[src/rtl/pass_pipe.sv]
// Multi-channel valid/ready register pipeline with a switchable combinational
// bypass; mode changes wait for the pipeline to drain so no word is lost.
module pass_pipe #(
    parameter int WIDTH    = 1,
    parameter int CHANNELS = 2,
    parameter int DEPTH    = 2
) (
    input  logic                             clk,
    input  logic                             rst,
    input  logic                             bypass,
    input  logic                             in_valid,
    output logic                             in_ready,
    input  logic [CHANNELS*WIDTH-1:0]        in_data,
    output logic                             out_valid,
    input  logic                             out_ready,
    output logic [CHANNELS*WIDTH-1:0]        out_data,
    output logic [$clog2(DEPTH+1)-1:0]       occupancy,
    output logic                             bypass_active
);

    localparam int DATA_W = CHANNELS * WIDTH;
    localparam int OCC_W  = $clog2(DEPTH + 1);

    logic [DEPTH-1:0]  stage_valid;
    logic [DATA_W-1:0] stage_data [DEPTH];
    logic [DEPTH-1:0]  stage_ready;
    logic [DEPTH-1:0]  src_valid;
    logic [DATA_W-1:0] src_data [DEPTH];
    logic              ready_acc;
    logic              switch_pending;
    logic              accept;

    assign switch_pending = (bypass != bypass_active);
    assign accept         = in_valid && in_ready && !bypass_active;

    // A stage may load when it is empty or anything downstream of it can move;
    // written as a running OR so the ready chain has no self-referencing vector.
    always_comb begin
        // NOTE: every always_comb output gets a default before any branch or
        // loop; a path that skips an assignment would otherwise infer a latch.
        ready_acc   = out_ready;
        stage_ready = '0;
        for (int i = DEPTH - 1; i >= 0; i--) begin
            ready_acc      = ready_acc || !stage_valid[i];
            stage_ready[i] = ready_acc;
        end
    end

    always_comb begin
        src_valid    = '0;
        src_valid[0] = accept;
        src_data[0]  = in_data;
        for (int i = 1; i < DEPTH; i++) begin
            src_valid[i] = stage_valid[i-1];
            src_data[i]  = stage_data[i-1];
        end
    end

    always_comb begin
        occupancy = '0;
        for (int i = 0; i < DEPTH; i++) begin
            occupancy = occupancy + OCC_W'(stage_valid[i]);
        end
    end

    // While a switch is pending nothing new enters; stored words still drain.
    always_comb begin
        if (bypass_active) begin
            out_valid = in_valid && !switch_pending;
            out_data  = in_data;
            in_ready  = out_ready && !switch_pending;
        end else begin
            out_valid = stage_valid[DEPTH-1];
            out_data  = stage_data[DEPTH-1];
            in_ready  = stage_ready[0] && !switch_pending;
        end
    end

    always_ff @(posedge clk or posedge rst) begin
        if (rst) begin
            stage_valid   <= '0;
            bypass_active <= 1'b0;
            // NOTE: the data registers are cleared as well, not just the valid
            // bits, so out_data reads zero while reset is held.
            for (int i = 0; i < DEPTH; i++) begin
                stage_data[i] <= '0;
            end
        end else begin
            // NOTE: state registers use non-blocking assignments so every stage
            // samples its upstream neighbour's pre-edge value.
            for (int i = 0; i < DEPTH; i++) begin
                if (stage_ready[i]) begin
                    stage_valid[i] <= src_valid[i];
                    if (src_valid[i]) begin
                        stage_data[i] <= src_data[i];
                    end
                end
            end
            if (switch_pending && occupancy == '0) begin
                bypass_active <= bypass;
            end
        end
    end

endmodule

[config.mk]
export PLATFORM = sky130hd
export DESIGN_NAME = pass_pipe
export DESIGN_NICKNAME = d
export VERILOG_FILES = /design/src/rtl/pass_pipe.sv
export SDC_FILE = /design/constraint.sdc
export NUM_CORES = 1
export LEC_CHECK = 0
export CAP_MARGIN = 20
export CORE_AREA = 4 4 41 43
export CTS_BUF_LIST = sky130_fd_sc_hd__clkbuf_4 sky130_fd_sc_hd__clkbuf_8 sky130_fd_sc_hd__clkbuf_16
export DETAILED_ROUTE_END_ITERATION = 12
export DIE_AREA = 0 0 45 47
export DONT_BUFFER_PORTS = 1
export HOLD_SLACK_MARGIN = 0.1
export PLACE_DENSITY = 0.44
export SYNTH_ARGS = -nofsm -noshare
export SYNTH_HDL_FRONTEND = slang
export SYNTH_SLANG_ARGS = --single-unit
[constraint.sdc]
create_clock -name clk -period 1.4 [get_ports clk]
set_input_delay 0.14 -clock clk [delete_from_list [all_inputs] [get_ports clk]]
set_output_delay 0.14 -clock clk [all_outputs]
set_load 0.03 [all_outputs]
After elaboration in Yosys (flattened, before gate mapping)
Cells that the tools add are included.

Register bits after elaboration: 7. Latch bits: 0. RAM bits: 0. Bits in read-only memories: 0. Input bits: 7. Output and inout bits: 7. Word-level logic and storage cells: 25. Memories: 0.

Add/sub/neg operators: 1. Multipliers: 0. Divide/modulo/power cells: 0. Magnitude comparators: 0. Equal/unequal tests: 1. Shift-type cells: 0. Multiplexer cells: 3. Bitwise operators: 0. Reductions and logical operators: 15.

Operators by type and width (count): logical AND 1 bit (6); zero test 1 bit (4); AND reduction 2 bit (2); adder 1 x 1 -> 2 bit (1); zero test 2 bit (1); logical OR 1 bit (2); 2-to-1 mux 1 bit (2); 2-to-1 mux 2 bit (1); != test 1 bit (1).

Longest topological paths before layout
Gate-level depths: netlist of run 1.

Word-level depth: 8. Gate-level depth with buffers: 4. Depth with buffers taken out: 3.

Worst setup path before layout of run 1
Ideal clock, no wire load.

Path type: flip-flop to output port. Start: register bypass_active. End: output port out_valid. Arrival time: 1351 ps. Path slack: -91 ps. Cell stages (with the launch flop): 3. Buffers on the path: 1. Cell sequence: dfrtp_1 > buf_6 > o21ai_0.

Word-level cells in the longest chain between the ends: 4.

Ends and longest elaborated chain: start, declared (line 18) `output logic bypass_active`; start signal, assigned (line 100) `bypass_active <= bypass;`; != test 1 bit (line 33) `assign switch_pending = (bypass != bypass_active);`; zero test 1 bit (line 69) `out_valid = in_valid && !switch_pending;`; logical AND 1 bit (line 69); 2-to-1 mux 1 bit * (line 68) `if (bypass_active) begin`; end, declared (line 14) `output logic out_valid,`.

Mark *: on every way between the ends. The rest lies on a longest branch, timed or not.

Worst setup path after layout of run 1
Start: register stage_valid[0]. End: output port occupancy[0].

Word-level cells in the longest chain between the ends: 1.

Ends and longest elaborated chain: start, declared (line 24) `logic [DEPTH-1:0] stage_valid;`; start signal, assigned by index (line 93) `stage_valid[i] <= src_valid[i];`; adder 1 x 1 -> 2 bit (line 62) `occupancy = occupancy + OCC_W'(stage_valid[i]);`; end, declared (line 17) `output logic [$clog2(DEPTH+1)-1:0] occupancy,`.

Every way passes these cells.

==> run summary, run 1 <==
The placer congestion estimate came out at 0.751. In this run the power density over the cells is 1690 nW/um^2. Count of unresolved DRC violations after routing: 0. The number of non-filler instances in the completed layout is 58. Global routing consumed, over all layers together, 7.64% of the routing resources. The number of max-capacitance violations reported is 0. The startpoint identified for the worst register-to-register timing path is bypass_active$_DFFE_PP0P_. Yosys mapped a number of flops with a built-in enable equal to 0.

Of the cells placed in the final design, the portion with a size suffix greater than 1 is 34.9%. The run finished with clean final reports. The Yosys step of the flow raised 0 warnings. The analysis attributes to cell leakage a power of 0.000224 uW.

In the final layout, the multi-input gates occupy 183 sq um. The tools report the number of nets still failing antenna checks after routing as 0. The dominant register cell in the synthesized netlist was dfrtp_1.

Ranked by instance count, the synthesized netlist is headed by dfrtp_1, mux2_2, nand2_1. The worst setup path is launched from a register. After layout, the worst path uses 94.5% of the clock period. After the last flow step, the layout net total stands at 53. STA puts the critical path data arrival time at 1.18 ns. The run gives 494 sq um as the final instance area. On the final layout, the worst clock skew is 0.000332 ns. The first global-routing pass estimated 1090 microns of wire. The maximum ir drop on the vdd rail was 0.680 mV. After synthesis, the cell types taking the most area are dfrtp_1, mux2_2, ha_1.

In the final layout, flip-flops and latches occupy 176 sq um. The startpoint of the worst hold path was out_ready. The number of clock buffers added by TritonCTS is 3. Level count of the clock H-tree: 1. Headroom to the max-slew limit came out at 79.8%.

The number of buffers inserted by port buffering works out to 0. The cell chosen for the clock root is clkbuf_4. Counting flops and latches in the post-synthesis netlist gives 7. The via count of the first global-routing pass came out at 275. Leading cell type by number of instances after synthesis: dfrtp_1. The final count of hold timing violations is 0, and the reg2reg setup slack is 0.26 ns. In this run the worst path has a maximum fanout of 5. The repair_antennas step left the layout with diodes totalling 0.

Worst setup path category: reg -> out. Dividing the synthesized area by the synthesized cell count gives 11.9 sq um. Counting the fill cells in the layout gives 143. The number of standard cells after synthesis came out at 32. The worst setup path is captured at an output port. dfrtp_1 takes more of the synthesized area than any other cell. The async set or reset register ratio after synthesis is 100%. Prior to clock tree synthesis, the placed netlist has a worst setup slack of 0.207 ns.

The length of the first detailed-routing pass in iterations was 4; the total number of vias was 263. The count of clock tree sinks came out at 7. Setup violations remaining at the end of the flow were counted as 0. Cell depth of the worst hold path: 2.

The mapped netlist covers 380 sq um. Measured along the y axis, the die boundary spans 47 microns. Summed over all layers, the routed wires come to 718 microns. In the final routed layout, each cell accounts on average for 12.4 microns. The floorplan step defined a die boundary enclosing 2120 sq um. The critical path data required time was 1.26 ns. The worst hold path belongs to the class in -> reg. Clock-pin slew was measured on the worst setup and hold paths at 0.05 ns. The region available for standard cell placement spans 1300 sq um. The tools report the effective utilization at floorplan as 29.2%. The clock passes through at most 2 buffers.

The run gives 0 ns as the total negative setup slack. Row generation in the floorplan step produced 13 rows. The tools report the endpoint of the worst hold-timing path as stage_valid[0]$_DFFE_PP0P_.

The tools report the number of placed instances, taps included as 48. Once placement finished, the instance area stood at 403 sq um. The vias per cell was 4.53. After layout, the worst setup slack is 0.0771 ns.

After synthesis, the netlist uses 15 different library cells. The number of cell instances on the worst register-to-register path is 3, and the number of placed I/O pins is 14. TritonCTS built the clock tree.

The initial antenna violation count is 0. In this run, the number of DRC markers left after iteration 0 of detailed routing was 4. The run gives 46.1% as the sequential share of the synthesized area.

Clock latency on the worst-skew pair, taken at its later pin, is 0.25 ns. Maximum clock rate: 0.756 GHz. Entering global routing, the biggest net connects 8 pins. For this run the aggregate overflow at the end of global routing stands at 0. The run gives 0 as the final number of max-transition violations. The number of nets in the synthesized netlist is 41. The width of the chip is 45 microns, and the layout overhead on the synthesized area is 29.9%. The clock period minus worst slack is 1.32 ns, and the top-area cell type share of the netlist area is 46.1%.

In this run the critical register-to-register path is captured at src_data[0]$_DFFE_PP0P_. The fraction of the core area covered by cells at the end of the flow was 38.0%. Post-CTS timing repair inserted 0 buffers for setup. The wire-length estimate of the detail-placed layout is 563 microns. Setup repair after global routing left no endpoint under its margin. At the pin with the least slew margin, the transition time is 0.304 ns.
==> layout make-up <==
| type | count | share of cell area [%] |
|---|---|---|
| repair buffers | 8 | 15.2 |
| well taps | 15 | 3.80 |
| clock buffers | 4 | 6.08 |
| inverters | 3 | 2.28 |
| multi-input cells | 21 | 37.0 |
| flip-flops and latches | 7 | 35.7 |
==> state kept, by name, summed over array words and instances, names as in the netlist <==
register / flops
bypass_active: 1
src_data: 2
stage_data: 2
stage_valid: 2
==> routing by layer <==
layer  vias up  track usage, %  part of all wire [%]
met5         -               0                     0
met4         0            5.26                     0
met3         0            4.60                    13
met2        12            9.89                    41
met1       122            9.30                    46
li1        129               -                     -
==> per-stage QoR <==
stage / power [uW] / hold WS [ns]
2_1_floorplan: 589 / -0.0566
3_3_place_gp: 628 / -0.0245
3_5_place_dp: 628 / -0.0224
4_1_cts: 850 / 0.120
5_1_grt: 888 / 0.122
6_report: 836 / 0.119
==> placed cells by master, fill, tap and decap left out <==
cell and count:
dlygate4sd3_1 6, nand3_2 1, clkbuf_4 4, mux2_2 5, nand2_1 4, nand2b_1 1
o21ai_1 1, a22o_2 1, mux2_1 2, dfrtp_1 6, inv_1 3, buf_4 2
nand3b_1 1, xnor2_1 1, nor2_4 1, dfrtp_2 1, ha_1 2, nand3_1 1
==> timing repair <==
item / in CTS / in global routing
hold buffers: 6 / 0
resized for setup: 0 / 1
setup endpoints to repair: 0 / 3
hold endpoints to repair: 12 / 0
==> how the worst max path moves through the flow <==
stage / startpoint / to / slack, ns / cells after the start
after floorplan: bypass_active$_DFFE_PP0P_ / src_data[0]$_DFFE_PP0P_ / 0.11 / 4
after global placement: bypass_active$_DFFE_PP0P_ / src_data[0]$_DFFE_PP0P_ / 0.23 / 3
after detailed placement: bypass_active$_DFFE_PP0P_ / src_data[0]$_DFFE_PP0P_ / 0.21 / 3
after CTS: bypass_active$_DFFE_PP0P_ / out_data[1] / 0.004 / 1
after global routing: bypass_active$_DFFE_PP0P_ / in_ready / 0.008 / 2
final: stage_valid[0]$_DFFE_PP0P_ / occupancy[0] / 0.08 / 2
==> critical path, stage by stage (launching register included) <==
cell and delay [ns]:
dfrtp_1 0.40, inv_1 0.08, ha_1 0.46
==> power breakdown <==
part           switching, uW  total (uW)  leakage (uW)  internal (uW)
Clock                   72.5         201     0.0000184            128
Combinational            179         310      0.000121            131
Sequential              53.1         325     0.0000841            272
Total                    305         836      0.000224            531
==> cell families (layout without fill, tap and decap cells) <==
kind of cell	after synthesis	count (layout)	share of synthesized area, %
simple gates	9	9	14.5
mux	7	7	20.7
flops	7	7	46.1
buf+inv	4	15	5.92
fa+ha+maj	2	2	6.58
compound gates	2	2	3.95
xor+xnor	1	1	2.30
No activity file was read; power rests on OpenSTA's default activity.
==> run 2, diff against run 1 <==
--- a/config.mk
+++ b/config.mk
@@ -10,9 +10,9 @@
 export CTS_BUF_LIST = sky130_fd_sc_hd__clkbuf_4 sky130_fd_sc_hd__clkbuf_8 sky130_fd_sc_hd__clkbuf_16
 export DETAILED_ROUTE_END_ITERATION = 12
 export DIE_AREA = 0 0 45 47
-export DONT_BUFFER_PORTS = 1
 export HOLD_SLACK_MARGIN = 0.1
-export PLACE_DENSITY = 0.44
+export PLACE_DENSITY = 0.58
 export SYNTH_ARGS = -nofsm -noshare
 export SYNTH_HDL_FRONTEND = slang
 export SYNTH_SLANG_ARGS = --single-unit
+export TNS_END_PERCENT = 1
==> run 2 against run 1 <==
  * The run now ends with setup timing left
  * Cell count grew 12%
  * Maximum frequency shrank 6.0%
  * Total power grew 17%
  * Setup slack lost 0.084 ns
  * Utilization grew 6.4 points
  * Wire length grew 9.7%
  * Clock power is essentially flat
  * Via count grew 14%
  * Critical path type unchanged
  * Largest cell class unchanged
==> run summary, run 2 (synthesis results as in run 1) <==
The flow ran to the end, but the final reports show violations. The final reports fail on setup timing. TritonCTS built the clock tree. The logs give 518 sq um (was 403 sq um) for the instance area at placement and 0.00713 ns (was 0.000332 ns) for the worst clock skew on the final layout. Maximum ir drop on the vdd rail: 0.621 mV (was 0.680 mV). The vias per cell is 4.62 (was 4.53), and the fraction of layout cells with a size suffix above 1 is 48.0% (was 34.9%). The total number of nets in the final design is 60 (was 53). Cell chosen for the clock root: clkbuf_4 (unchanged). The largest fanout on the critical path is 8 (was 5). The DRC violation total after the first TritonRoute iteration is 0 (was 4). The area of the die was 2120 sq um (unchanged).

The final total power came out at 976 uW (was 836 uW). Maximum number of pins on one net before global-route repair: 9 (was 8). The maximum cell stage delay along the critical path is 0.49 ns (was 0.46 ns). The count of clock tree sinks was 7 (unchanged).

The final instance area came out at 578 sq um (was 494 sq um). The tools report the maximum clock rate as 0.711 GHz (was 0.756 GHz). The clock period minus worst slack was 1.41 ns (was 1.32 ns); the number of placed I/O pins was 14 (unchanged). The worst setup path category is reg -> out (unchanged). Headroom to the max-slew limit: 80.1% (was 79.8%). The clock-pin transition on the worst setup and hold timing paths was 0.05 ns (about the same).

The initial antenna violation count came out at 0 (unchanged). The areal power density over the cells was 1690 nW/um^2 (about the same). The final cycle utilization of the critical path was 100% (was 94.5%); the placeable core area was 1300 sq um (unchanged).

For the count of filler cells inserted in the layout, the log shows 141 (was 143). The number of buffers and inverters on the critical path was 1 (unchanged); the level count of the clock H-tree was 1 (unchanged). The total global-route track usage is 8.73% (was 7.64%), and the number of setup violations in the final report is 1 (was 0). The run gives 0.000278 uW (was 0.000224 uW) as the leakage power of the design. Nature of the critical path startpoint: a register (unchanged). The endpoint kind of the worst setup timing path is an output port (unchanged). Total detailed-routing wirelength: 788 microns (was 718 microns).

Most frequent cells in the layout: clkdlybuf4s50_1, dfrtp_1 (was dlygate4sd3_1, dfrtp_1, mux2_2, nand2_1, clkbuf_4). Setup repair after global routing could not meet its margin everywhere. The cell family contributing the most delay on the critical path was flip-flops (was adder cells). Cell with the biggest individual delay on the critical path: dfrtp_2 (was ha_1). The clock insertion delay at the later pin of the skew report was 0.25 ns (about the same).

The total global routing overflow was 0 (unchanged); the number of buffers on the longest clock path was 2 (unchanged). The total number of vias is 300 (was 263). The class of the worst hold path was in -> async (was in -> reg). The tools report the floorplan row count as 13 (unchanged). For the first-pass GRT wire length, the log shows 1260 microns (was 1090 microns). The tools report the total negative setup slack as -0.00685 ns (was 0 ns).

The run gives 0 (unchanged) as the final count of hold timing violations. The count of antenna diodes in the layout was 0 (unchanged); the width of the chip was 45 microns (unchanged). The post-CTS setup-driven buffer insertion count came out at 0 (unchanged). The tools report the number of nets still failing antenna checks after routing as 0 (unchanged). The number of buffers inserted by port buffering was 13 (was 0).

Crit-path cells: xnor2_2, a22o_2, buf_6 (was inv_1, ha_1). The run gives 1.27 ns (was 1.18 ns) as the worst endpoint data arrival time. The layout overhead on the synthesized area is 52.0% (was 29.9%), and the final worst-path setup slack is -0.00685 ns (was 0.0771 ns). Effective utilization at floorplan: 29.2% (unchanged). For the final number of max-transition violations, the log shows 0 (unchanged). The tools report the count of unresolved DRC violations after routing as 0 (unchanged). The vertical extent of the die was 47 microns (unchanged); the via count of the first global-routing pass was 323 (was 275). The length of the first detailed-routing pass in iterations was 1 (was 4); the number of buffers created by CTS was 3 (unchanged). The tools report the placer congestion estimate as 0.740 (was 0.751). The run gives 44.4% (was 38.0%) as the fraction of the core area covered by cells at the end of the flow.

The worst-margin pin slew was 0.299 ns (was 0.304 ns); the average detailed-routed wire length per instance was 12.1 microns (was 12.4 microns). The number of max-capacitance violations reported came out at 0 (unchanged). The critical path data required time was 1.26 ns (about the same); the worst hold-check slack was 0.112 ns (was 0.119 ns).

The tools report the post-detailed-placement half-perimeter wirelength as 648 microns (was 563 microns).
## run 2: cell count changes in the layout (fill, tap and decap cells not counted), moves of 2 or more
cell | previous run | this run
inv_2 | 0 | 2
buf_4 | 2 | 4
dlygate4sd3_1 | 6 | 0
mux2_2 | 5 | 3
buf_6 | 0 | 4
mux2_4 | 0 | 2
clkdlybuf4s50_1 | 0 | 6
inv_1 | 3 | 1
## run 2: final timing paths
path / start / to / slack (ns) / depth (start not counted)
max: bypass_active$_DFFE_PP0P_ / in_ready / -0.007 / 3
min: rst / stage_data[0]$_DFFE_PP0P_ / 0.11 / 2
max reg2reg: bypass_active$_DFFE_PP0P_ / src_data[1]$_DFFE_PP0P_ / 0.18 / 3
min reg2reg: src_data[1]$_DFFE_PP0P_ / src_data[1]$_DFFE_PP0P_ / 0.50 / 1
max in group asynchronous: rst / bypass_active$_DFFE_PP0P_ / 1.06 / 2
min in group clk: src_data[1]$_DFFE_PP0P_ / src_data[1]$_DFFE_PP0P_ / 0.50 / 1
## run 2: per-stage QoR
step	std cells	worst slack, ns
after CTS	65	-0.0201
after detailed placement	61	0.00669
after global routing	65	-0.0519
after global placement	61	0.0603
final	65	-0.00685
after floorplan	32	0.109
## run 2: metal layers
layer	global-route usage, %	routed length (microns)	up-vias
met4	8.77	25	0
li1	-	-	144
met2	15.3	379	14
met3	2.30	69	3
met1	8.06	314	139
met5	0	0	-
## run 2: cell type report
cell class	count	area (sq um)	area share, %
sequential	7	176	30.5
timing repair buffer	15	144	24.9
multi-input combinational	21	198	34.2
clock buffer	4	30.0	5.19
inverter	3	11.3	1.95
tap	15	18.8	3.25
## run 2: what timing repair did
action	4_1_cts	5_1_grt
endpoints found under the setup margin	4	4
hold buffers	0	0
cloned	0	0
gates resized for setup	2	9
pin swaps	0	1
## run 2: where the power goes
group / switching [uW] / internal [uW]
Clock: 76.2 / 128
Combinational: 212 / 232
Sequential: 56.3 / 272
Total: 345 / 632
==> run 3, diff against run 2 <==
--- a/config.mk
+++ b/config.mk
@@ -5,7 +5,6 @@
 export SDC_FILE = /design/constraint.sdc
 export NUM_CORES = 1
 export LEC_CHECK = 0
-export CAP_MARGIN = 20
 export CORE_AREA = 4 4 41 43
 export CTS_BUF_LIST = sky130_fd_sc_hd__clkbuf_4 sky130_fd_sc_hd__clkbuf_8 sky130_fd_sc_hd__clkbuf_16
 export DETAILED_ROUTE_END_ITERATION = 12
==> results of run 3 <==
Final layout, timing and power as in run 2 (identical DEF).
